==> config.mk <==
export PLATFORM = sky130hd
export DESIGN_NAME = target_io_router
export DESIGN_NICKNAME = d
export VERILOG_FILES = /design/src/rtl/target_io_router_pkg.sv /design/src/rtl/target_io_router_channel.sv /design/src/rtl/target_io_router.sv
export SDC_FILE = /design/constraint.sdc
export NUM_CORES = 1
export LEC_CHECK = 0
export ABC_AREA = 1
export CAP_MARGIN = 40
export CORE_MARGIN = 2
export CORE_UTILIZATION = 49
export CTS_BUF_LIST = sky130_fd_sc_hd__clkbuf_4 sky130_fd_sc_hd__clkbuf_8
export CTS_CLUSTER_DIAMETER = 60
export CTS_CLUSTER_SIZE = 28
export DETAILED_ROUTE_END_ITERATION = 10
export PLACE_DENSITY = 0.78
export SYNTH_ARGS = -nofsm -noshare
export SYNTH_HDL_FRONTEND = slang
export SYNTH_SLANG_ARGS = --single-unit
==> constraint.sdc <==
create_clock -name clk -period 3 [get_ports clk]
set_clock_uncertainty 0.05 [all_clocks]
set_input_delay 0.9 -clock clk [delete_from_list [all_inputs] [get_ports clk]]
set_output_delay 0.9 -clock clk [all_outputs]
set_load 0.005 [all_outputs]
==> src/rtl/target_io_router_pkg.sv <==
// Shared encodings for the target IO router: per-channel pin modes, target power
// sequencer states and default register addresses.
package target_io_router_pkg;

  typedef enum logic [2:0] {
    TIO_HIZ  = 3'd0,
    TIO_GPIO = 3'd1,
    TIO_OD   = 3'd2,
    TIO_ALTA = 3'd3,
    TIO_ALTB = 3'd4
  } tio_mode_e;

  typedef enum logic [1:0] {
    TIO_PWR_OFF    = 2'd0,
    TIO_PWR_SETTLE = 2'd1,
    TIO_PWR_ON     = 2'd2
  } tio_pwr_e;

  localparam logic [5:0]  TIO_ADDR_MODE    = 6'd40;
  localparam logic [5:0]  TIO_ADDR_GPIO    = 6'd41;
  localparam logic [5:0]  TIO_ADDR_PWR     = 6'd42;
  localparam logic [5:0]  TIO_ADDR_STATUS  = 6'd43;
  localparam logic [15:0] TIO_SETTLE_RESET = 16'd1000;

  // Bytes needed to hold one bit per channel.
  function automatic int tio_bytes(input int bits);
    return (bits + 7) / 8;
  endfunction

endpackage

==> src/rtl/target_io_router_channel.sv <==
// One target IO channel: mode register, break-before-make blank counter and the
// registered output/enable mux that feeds the pad tristate.
module tio_channel
  import target_io_router_pkg::*;
#(
  parameter int BBM_CYCLES = 2
) (
  input  logic       clk,
  input  logic       reset_n,
  input  logic       mode_we_i,
  input  logic [2:0] mode_wdata_i,
  input  logic       gpio_i,
  input  logic       alt_a_i,
  input  logic       alt_b_i,
  input  logic       pwr_on_i,
  output logic [2:0] mode_o,
  output logic       io_out_o,
  output logic       io_oe_o
);

  localparam int BW = $clog2(BBM_CYCLES + 1);

  logic [2:0]    mode_q, mode_d;
  logic [BW-1:0] blank_q, blank_d;
  logic          out_q, out_d;
  logic          oe_q, oe_d;
  logic          mode_oe;

  always_comb begin
    mode_d  = mode_q;
    blank_d = blank_q;
    if (blank_q != '0) blank_d = blank_q - BW'(1);
    if (mode_we_i) begin
      mode_d = mode_wdata_i;
      // Only a real change of mode blanks; rewriting the same mode keeps driving.
      if (mode_wdata_i != mode_q) blank_d = BW'(BBM_CYCLES);
    end
  end

  always_comb begin
    out_d   = 1'b0;
    mode_oe = 1'b0;
    case (mode_q)
      TIO_GPIO: begin out_d = gpio_i;  mode_oe = 1'b1;    end
      TIO_OD:   begin out_d = 1'b0;    mode_oe = ~gpio_i; end
      TIO_ALTA: begin out_d = alt_a_i; mode_oe = 1'b1;    end
      TIO_ALTB: begin out_d = alt_b_i; mode_oe = 1'b1;    end
      default:  begin out_d = 1'b0;    mode_oe = 1'b0;    end
    endcase
    oe_d = mode_oe & pwr_on_i & (blank_q == '0);
  end

  always_ff @(posedge clk or negedge reset_n) begin
    if (!reset_n) begin
      mode_q  <= 3'd0;
      blank_q <= '0;
      out_q   <= 1'b0;
      oe_q    <= 1'b0;
    end else begin
      mode_q  <= mode_d;
      blank_q <= blank_d;
      out_q   <= out_d;
      oe_q    <= oe_d;
    end
  end

  assign mode_o   = mode_q;
  assign io_out_o = out_q;
  assign io_oe_o  = oe_q;

endmodule

==> src/rtl/target_io_router.sv <==
// Target IO pin router: register decode, target power sequencer and input
// synchroniser around CHANNELS tio_channel instances.
module target_io_router
  import target_io_router_pkg::*;
#(
  parameter int         CHANNELS    = 8,
  parameter int         BBM_CYCLES  = 2,
  parameter logic [5:0] ADDR_MODE   = TIO_ADDR_MODE,
  parameter logic [5:0] ADDR_GPIO   = TIO_ADDR_GPIO,
  parameter logic [5:0] ADDR_PWR    = TIO_ADDR_PWR,
  parameter logic [5:0] ADDR_STATUS = TIO_ADDR_STATUS
) (
  input  logic                clk,
  input  logic                reset_n,
  input  logic [5:0]          reg_address,
  input  logic [15:0]         reg_bytecnt,
  input  logic [7:0]          reg_datai,
  output logic [7:0]          reg_datao,
  input  logic                reg_read,
  input  logic                reg_write,
  input  logic                reg_addrvalid,
  input  logic [5:0]          reg_hypaddress,
  output logic [15:0]         reg_hyplen,
  input  logic [CHANNELS-1:0] alt_a_i,
  input  logic [CHANNELS-1:0] alt_b_i,
  input  logic [CHANNELS-1:0] io_in,
  output logic [CHANNELS-1:0] io_in_sync,
  output logic [CHANNELS-1:0] io_out,
  output logic [CHANNELS-1:0] io_oe,
  output logic                target_npower
);

  localparam int GBYTES = tio_bytes(CHANNELS);
  localparam int GBITS  = GBYTES * 8;

  logic [GBITS-1:0]    gpio_q;
  logic                pwr_en_q;
  logic [15:0]         settle_q;
  logic [15:0]         cnt_q, cnt_d;
  tio_pwr_e            state_q, state_d;
  logic [CHANNELS-1:0] sync1_q, sync2_q;
  logic [GBITS-1:0]    sync_pad;
  logic [2:0]          mode_r [CHANNELS];
  logic                wr_en;

  assign wr_en    = reg_write & reg_addrvalid;
  assign sync_pad = GBITS'(sync2_q);

  always_ff @(posedge clk or negedge reset_n) begin
    if (!reset_n) begin
      gpio_q   <= '0;
      pwr_en_q <= 1'b0;
      settle_q <= TIO_SETTLE_RESET;
    end else if (wr_en) begin
      if (reg_address == ADDR_GPIO) begin
        for (int b = 0; b < GBYTES; b++)
          if (reg_bytecnt == 16'(b)) gpio_q[b*8 +: 8] <= reg_datai;
      end
      if (reg_address == ADDR_PWR) begin
        if (reg_bytecnt == 16'd0) pwr_en_q       <= reg_datai[0];
        if (reg_bytecnt == 16'd1) settle_q[7:0]  <= reg_datai;
        if (reg_bytecnt == 16'd2) settle_q[15:8] <= reg_datai;
      end
    end
  end

  // The settle count is sampled only on entry to SETTLE, so later writes to it
  // cannot stretch or shorten a sequence already in progress.
  always_comb begin
    state_d = state_q;
    cnt_d   = cnt_q;
    case (state_q)
      TIO_PWR_OFF: begin
        state_d = TIO_PWR_SETTLE;
        cnt_d   = settle_q;
      end
      TIO_PWR_SETTLE: begin
        if (cnt_q <= 16'd1) begin
          state_d = TIO_PWR_ON;
          cnt_d   = 16'd0;
        end else begin
          cnt_d = cnt_q - 16'd1;
        end
      end
      TIO_PWR_ON: state_d = TIO_PWR_ON;
      default:    state_d = TIO_PWR_OFF;
    endcase
    if (!pwr_en_q) begin
      state_d = TIO_PWR_OFF;
      cnt_d   = 16'd0;
    end
  end

  always_ff @(posedge clk or negedge reset_n) begin
    if (!reset_n) begin
      state_q <= TIO_PWR_OFF;
      cnt_q   <= 16'd0;
      sync1_q <= '0;
      sync2_q <= '0;
    end else begin
      state_q <= state_d;
      cnt_q   <= cnt_d;
      sync1_q <= io_in;
      sync2_q <= sync1_q;
    end
  end

  assign target_npower = (state_q == TIO_PWR_OFF);
  assign io_in_sync    = sync2_q;

  for (genvar ch = 0; ch < CHANNELS; ch++) begin : g_chan
    tio_channel #(
      .BBM_CYCLES (BBM_CYCLES)
    ) u_chan (
      .clk          (clk),
      .reset_n      (reset_n),
      .mode_we_i    (wr_en && (reg_address == ADDR_MODE) && (reg_bytecnt == 16'(ch))),
      .mode_wdata_i (reg_datai[2:0]),
      .gpio_i       (gpio_q[ch]),
      .alt_a_i      (alt_a_i[ch]),
      .alt_b_i      (alt_b_i[ch]),
      .pwr_on_i     (state_q == TIO_PWR_ON),
      .mode_o       (mode_r[ch]),
      .io_out_o     (io_out[ch]),
      .io_oe_o      (io_oe[ch])
    );
  end

  always_comb begin
    reg_datao = 8'd0;
    if (reg_addrvalid && reg_read) begin
      case (reg_address)
        ADDR_MODE: begin
          for (int ch = 0; ch < CHANNELS; ch++)
            if (reg_bytecnt == 16'(ch)) reg_datao = {5'd0, mode_r[ch]};
        end
        ADDR_GPIO: begin
          for (int b = 0; b < GBYTES; b++)
            if (reg_bytecnt == 16'(b)) reg_datao = gpio_q[b*8 +: 8];
        end
        ADDR_PWR: begin
          if (reg_bytecnt == 16'd0) reg_datao = {7'd0, pwr_en_q};
          if (reg_bytecnt == 16'd1) reg_datao = settle_q[7:0];
          if (reg_bytecnt == 16'd2) reg_datao = settle_q[15:8];
        end
        ADDR_STATUS: begin
          for (int b = 0; b < GBYTES; b++)
            if (reg_bytecnt == 16'(b)) reg_datao = sync_pad[b*8 +: 8];
          if (reg_bytecnt == 16'(GBYTES)) reg_datao = {6'd0, state_q};
        end
        default: reg_datao = 8'd0;
      endcase
    end
  end

  always_comb begin
    reg_hyplen = 16'd0;
    case (reg_hypaddress)
      ADDR_MODE:   reg_hyplen = 16'(CHANNELS);
      ADDR_GPIO:   reg_hyplen = 16'(GBYTES);
      ADDR_PWR:    reg_hyplen = 16'd3;
      ADDR_STATUS: reg_hyplen = 16'(GBYTES + 1);
      default:     reg_hyplen = 16'd0;
    endcase
  end

endmodule

==> results of run 1 <==
-- cells in the mapped netlist, types with 2 or more instances --
library cell / count / share of area
xnor2_1: 5 / 0.0069
nand2_4: 3 / 0.0053
nand4_1: 8 / 0.0079
nand3_1: 29 / 0.023
mux2_2: 2 / 0.0036
o21ai_0: 92 / 0.073
nand2_1: 151 / 0.090
a22oi_1: 4 / 0.0047
buf_2: 4 / 0.0032
xor2_1: 10 / 0.014
a31oi_1: 6 / 0.0059
o221ai_1: 4 / 0.0055
nor2_4: 7 / 0.012
o211ai_1: 12 / 0.014
inv_1: 92 / 0.055
nor3_1: 26 / 0.021
dfrtp_1: 109 / 0.43
a21oi_1: 30 / 0.024
clkbuf_1: 7 / 0.0042
nor2_1: 59 / 0.035
a32oi_1: 2 / 0.0028
buf_6: 4 / 0.0071
nor4_4: 3 / 0.010
mux2_4: 2 / 0.0047
ha_1: 6 / 0.012
nand2_2: 5 / 0.0049
inv_2: 3 / 0.0018
o22ai_1: 31 / 0.031
nor4_1: 4 / 0.0040
buf_1: 2 / 0.0012
dfstp_2: 6 / 0.025
buf_4: 29 / 0.034
-- final cells by class --
type | count | area, um^2 | area share
flip-flops and latches | 115 | 2890 | 0.328
multi-input cells | 527 | 3170 | 0.360
well taps | 172 | 215 | 0.0244
repair buffers | 193 | 1750 | 0.199
clock buffers | 29 | 355 | 0.0404
inverters | 98 | 378 | 0.0429
clock inverters | 3 | 42.5 | 0.00483
-- power by group through the flow --
stage / sequential [mW] / clock, mW / combinational (mW)
after CTS: 1.79 / 1.46 / 1.06
after global placement: 1.81 / 0 / 1.01
after floorplan: 1.79 / 0 / 0.650
after global routing: 1.81 / 1.53 / 1.20
final: 1.80 / 1.44 / 1.10
after detailed placement: 1.82 / 0 / 1.04
-- timing repair --
item	in CTS	in global routing
endpoints found under the setup margin	11	48
pin swaps	52	26
gates resized for setup	215	27
buffers inserted	28	5
endpoints found under the hold margin	0	0
-- worst paths after layout --
check,from,end,slack (ps),cells after the start
max in group asynchronous,reset_n,settle_q[3],1800,2
min in group asynchronous,reset_n,sync1_q[6],430,1
max reg2reg,cnt_q[0],cnt_q[0],800,10
min,sync1_q[1],io_in_sync[1],300,0
min reg2reg,sync1_q[1],io_in_sync[1],300,0
max,reg_bytecnt[5],reg_datao[0],-440,18
-- metrics by stage --
step	cell area, um^2	std cells
finish	8800	1137
detailed placement	7790	1076
global placement	7790	1076
CTS	8680	1135
floorplan	6390	786
global route	8800	1137
-- cells by family after synthesis --
group / count (synthesis) / synth area share
compound gates: 189 / 0.171
simple gates: 300 / 0.222
flops: 115 / 0.456
other cells: 1 / 0.000593
buf+inv: 144 / 0.109
mux: 4 / 0.00831
xor+xnor: 15 / 0.0208
fa+ha+maj: 6 / 0.0119
-- critical path, delay by kind of cell --
kind | cells | cell delay (ps)
AOI/OAI and AO/OA | 1 | 70
buffers and inverters | 4 | 500
and+or+nand+nor | 13 | 1000
-- cells in the final DEF, fill, tap and decap left out, drive strengths merged, types with 2 or more instances in the layout --
cell type	Yosys	layout
clkbuf	7	29
dlymetal6s2s	0	4
dlygate4sd2	0	6
a21oi	30	30
conb	1	13
inv	96	96
dfrtp	109	109
nand3	30	30
mux2	4	4
o221ai	4	4
nand4	8	8
a22oi	4	4
nor4	7	7
a32oi	2	2
clkinv	2	3
xnor2	5	5
o22ai	31	31
nor3	27	27
o211ai	13	13
nor2	67	67
o21ai	93	93
clkdlybuf4s50	0	62
nand2	159	159
xor2	10	10
dfstp	6	6
buf	39	121
ha	6	6
a31oi	6	6
-- routing by layer --
metal | wire (um) | vias to the layer above | part of all wire
met3 | 1470 | 69 | 0.076
met2 | 9060 | 329 | 0.47
met4 | 789 | 0 | 0.041
met5 | 0 | - | 0
li1 | - | 2927 | -
met1 | 7940 | 2982 | 0.41
-- registers in the layout, indices dropped and copies added, names as in the netlist, 8 cells and up --
signal / count
g_chan.u_chan.mode_o: 24
g_chan.u_chan.io_oe_o: 8
g_chan.u_chan.io_out_o: 8
gpio_q: 8
cnt_q: 16
settle_q: 16
g_chan.u_chan.blank_q: 16
sync1_q: 8
io_in_sync: 8
==> flow_metrics.tcl, run 1 <==
set metrics [dict create \
    combPwrFrac 0.254 \
    layout_setup_ws_ps -443 \
    worst_path_largest_cell_delay_ps 190 \
    dr.pass1.iters 5 \
    required_ps 2050 \
    pre_cts_ws_ps -1210 \
    ant_nets 0 \
    met2_usage 0.435 \
    slew_violations 0 \
    gr-total-overflow 0 \
    place.gp.congestion 0.969 \
    vias_per_cell 5.55 \
    drt_wl_total_mm 19.3 \
    synth.distinct_cells 49 \
    h-tree-depth 4 \
    setup.worst_path.class "in -> out" \
    place_hpwl_mm 13.0 \
    hold_viol 0 \
    clock.fmax_mhz 290 \
    synth_cells 774 \
    netSwitchingFraction 0.319 \
    grt_pass1_wl_mm 30.3 \
    fillers 953 \
    avgRoutedWirePerCell_um 16.9 \
    grt-busiest-layer "met2" \
    power.density_mw_per_mm2 492 \
    fin_crit_ps 3440 \
    insertion_delay_ps 450 \
    cts_sinks 115 \
    whs_ps 300 \
    cp_max_fo 4 \
    cts_tree "yes" \
    grt_util_met3 0.0635 \
    drc 0 \
    clk_pin_slew_ps 60 \
    grt_pass1_vias 6099 \
    root_buffer "clkbuf_8" \
    p_seq_frac 0.415 \
    failed_checks "negative setup slack" \
    utilization 0.698 \
    ys_ff_latch 115 \
    worst_pin_slew_ps 673 \
    nets 1023 \
    dieArea_mm2 0.0138 \
    drt_iter0_markers 570 \
    max-cap-violations 0 \
    worst_setup_path_end_kind "primary output" \
    critical_path_arrival_ps 2490 \
    grt_max_degree 51 \
    antennaDiodeCount 0 \
    finalSetupViolations 8 \
    syn_to_final_growth_pct 39.2 \
    io_buffer_count 100 \
    status "finished with violations" \
    hold_class "reg -> reg" \
    coreArea_mm2 0.0126 \
    initial_utilization 0.501 \
    die_h_um 118 \
    io_pins 114 \
    rows 41 \
    worstPathCellList "buf_6 -> nor2_4 -> nand2_4 -> buf_6 -> nor2_4 -> buf_6 -> nor2_2 -> nand2_2 -> nand3_2 -> nand2_2 -> nand2_1 -> nand2_1 -> nand2_1 -> nand2_1 -> nand2_1 -> nand2_1 -> a21oi_2 -> buf_2" \
    cts_buffers 17 \
    setup_tns_ps -3190 \
    yosysWarnings 0 \
    drive_above_1_share 0.275 \
    fp.dieW_um 118 \
    use_met1 0.354 \
    slew-limit-headroom 0.551 \
    seq_area_frac_synth 0.456 \
    period_share 1.15 \
    vias 6307 \
    postCtsHoldBufs 0 \
    cp-start-kind "primary input" \
    synthArstFlopShare 1.00 \
    rsz0062_at_grt "true" \
    cts_max_path_buffers 2 \
    vdd_drop_max_mv 0.373 \
    p_total_mw 4.33 \
    ys.flop_type "dfrtp_1" \
    switching_power_mw 1.38 \
    gr-usage-all-layers 0.275 \
    avgSynthCellArea_um2 8.17 \
    syn_area_mm2 0.00632 \
    pwr-share-clk 0.332 \
    power.internal_mw 2.95 \
    grt_antenna_before_repair 0 \
    p_leak_nw 4.18 \
    crit_slowest_cell "nor2_4" \
    synth-edff-count 0 \
    cpMostUsedCell "nand2_1" \
]
Power figures use the tool's default switching activity.
==> run 2: changes to the inputs <==
--- a/config.mk
+++ b/config.mk
@@ -16,4 +16,5 @@
 export PLACE_DENSITY = 0.78
 export SYNTH_ARGS = -nofsm -noshare
 export SYNTH_HDL_FRONTEND = slang
+export SYNTH_HIERARCHICAL = 1
 export SYNTH_SLANG_ARGS = --single-unit
==> flow_metrics.tcl, run 2 <==
set metrics [dict create \
    finalSetupViolations 8 \
    antennaDiodeCount 0 \
    drt_iter0_markers 653 \
    pre_cts_ws_ps -1210 \
    fillers 947 \
    fp.dieW_um 117 \
    cts_sinks 115 \
    slew_violations 0 \
    vdd_drop_max_mv 0.417 \
    hold_class "reg -> reg" \
    die_h_um 117 \
    p_leak_nw 4.33 \
    cts_tree "yes" \
    dpl_cell_area_mm2 0.00784 \
    synth-edff-count 0 \
    final_common_cell "nand2_1" \
    place.gp.congestion 0.948 \
    worst_pin_slew_ps 655 \
    grt_max_degree 116 \
    cp_max_fo 5 \
    layout_common_cells "nand2_1, dfrtp_1, inv_1" \
    slew-limit-headroom 0.564 \
    gr-usage-all-layers 0.277 \
    clk_pin_slew_ps 70 \
    max-cap-violations 0 \
    critical_path_arrival_ps 2550 \
    p_total_mw 4.53 \
    utilization 0.707 \
    root_buffer "clkbuf_8" \
    yosysWarnings 6 \
    ys_ff_latch 115 \
    grt_pass1_wl_mm 29.0 \
    required_ps 2050 \
    syn_to_final_growth_pct 41.6 \
    drc 0 \
    io_pins 114 \
    drt_wl_total_mm 18.2 \
    synthSimpleGateAreaFrac 0.239 \
    dr.pass1.iters 5 \
    setup_tns_ps -3130 \
    place_hpwl_mm 12.0 \
    grt_antenna_before_repair 0 \
    synth_top_family_by_area "simple AND/OR/NAND/NOR gates" \
    status "finished with violations" \
    avgSynthCellArea_um2 7.78 \
    h-tree-depth 4 \
    clock.fmax_mhz 286 \
    vias_per_cell 5.28 \
    initial_utilization 0.499 \
    power.density_mw_per_mm2 510 \
    coreArea_mm2 0.0126 \
    layout_setup_ws_ps -497 \
    cts_max_path_buffers 2 \
    synth.top_cells.by_count "nand2_1, dfrtp_1, inv_1, o21ai_0, nor2_1" \
    fin_crit_ps 3500 \
    multiInputGateArea_mm2 0.00316 \
    synthArstFlopShare 1.00 \
    synth_compound_area_frac 0.161 \
    whs_ps 300 \
    seqCellArea_mm2 0.00289 \
    ys.flop_type "dfrtp_1" \
    stdcell_count 1188 \
    vias 6269 \
    hold_viol 0 \
    failed_checks "negative setup slack" \
    syn_area_mm2 0.00627 \
    postCtsHoldBufs 0 \
    cp-start-kind "primary input" \
    largest_register_ffs 24 \
    synth_xor_area_frac 0.0195 \
    gr-total-overflow 0 \
    synthMuxAreaShare 0.0162 \
    synth.most_common_cell "nand2_1" \
    synth_adder_area_share 0.00997 \
    grt_pass1_vias 5907 \
    insertion_delay_ps 460 \
    synth.top_cell.area_share 0.435 \
    synth_area_leaders "dfrtp_1, nand2_1, o21ai_0" \
    final_cell_area_mm2 0.00889 \
    worst_setup_path_end_kind "primary output" \
    ant_nets 0 \
    seq_area_frac_synth 0.460 \
    synth_cells 806 \
    dieArea_mm2 0.0137 \
    nets 1073 \
    cts_buffers 17 \
    placedCellCount 1122 \
    setup.worst_path.class "in -> out" \
    io_buffer_count 100 \
    synth.largest_area_cell "dfrtp_1" \
    synth.distinct_cells 44 \
    rows 41 \
    period_share 1.17 \
    drive_above_1_share 0.241 \
    rsz0062_at_grt "true" \
    avgRoutedWirePerCell_um 15.3 \
]
## run 2: final timing paths
| check | start | endpoint | slack [ps] | depth (start not counted) |
|---|---|---|---|---|
| max reg2reg | cnt_q[0] | cnt_q[7] | 770 | 10 |
| min reg2reg | sync1_q[3] | io_in_sync[3] | 300 | 0 |
| max | reg_bytecnt[7] | reg_datao[0] | -500 | 11 |
| max in group asynchronous | reset_n | settle_q[13] | 1920 | 2 |
| min in group asynchronous | reset_n | cnt_q[2] | 440 | 2 |
| min | sync1_q[3] | io_in_sync[3] | 300 | 0 |
## run 2: logic make-up after synthesis
kind of cell | Yosys count
AND/OR/NAND/NOR | 350
AO/OA/AOI/OAI | 175
buffers and inverters | 137
flip-flops | 115
XOR/XNOR | 14
multiplexers | 9
adder cells (fa/ha/maj) | 5
other | 1
## run 2: area by class of cell
cell class / count / share of cell area
Clock buffer: 17 / 0.0263
Clock inverter: 15 / 0.0259
Inverter: 115 / 0.0486
Multi-Input combinational cell: 566 / 0.356
Sequential cell: 115 / 0.325
Tap cell: 172 / 0.0242
Timing Repair Buffer: 188 / 0.194
## run 2: metal layers
metal | vias up | track usage | share of wire
li1 | 2999 | - | -
met1 | 2924 | 0.362 | 0.40
met2 | 309 | 0.441 | 0.49
met3 | 37 | 0.0736 | 0.085
met4 | 0 | 0.113 | 0.025
met5 | - | 0 | 0
## run 2: report_power, final
group / internal, mW / switching, mW / total, mW
clock network: 0.995 / 0.705 / 1.70
logic: 0.387 / 0.635 / 1.02
registers: 1.69 / 0.114 / 1.81
## run 2: critical path, stage by stage
cell and delay, ps:
buf_2 110, nor2_4 150, nand2_4 130, nor2_4 200, buf_4 160, buf_4 110, nand3_1 50, a21boi_0 350
nor2_2 100, a21oi_2 150, buf_2 130
## run 2: what timing repair did
item	4_1_cts	5_1_grt
pin swaps	48	33
buffers inserted	36	3
resized for setup	194	43
endpoints found under the setup margin	11	15
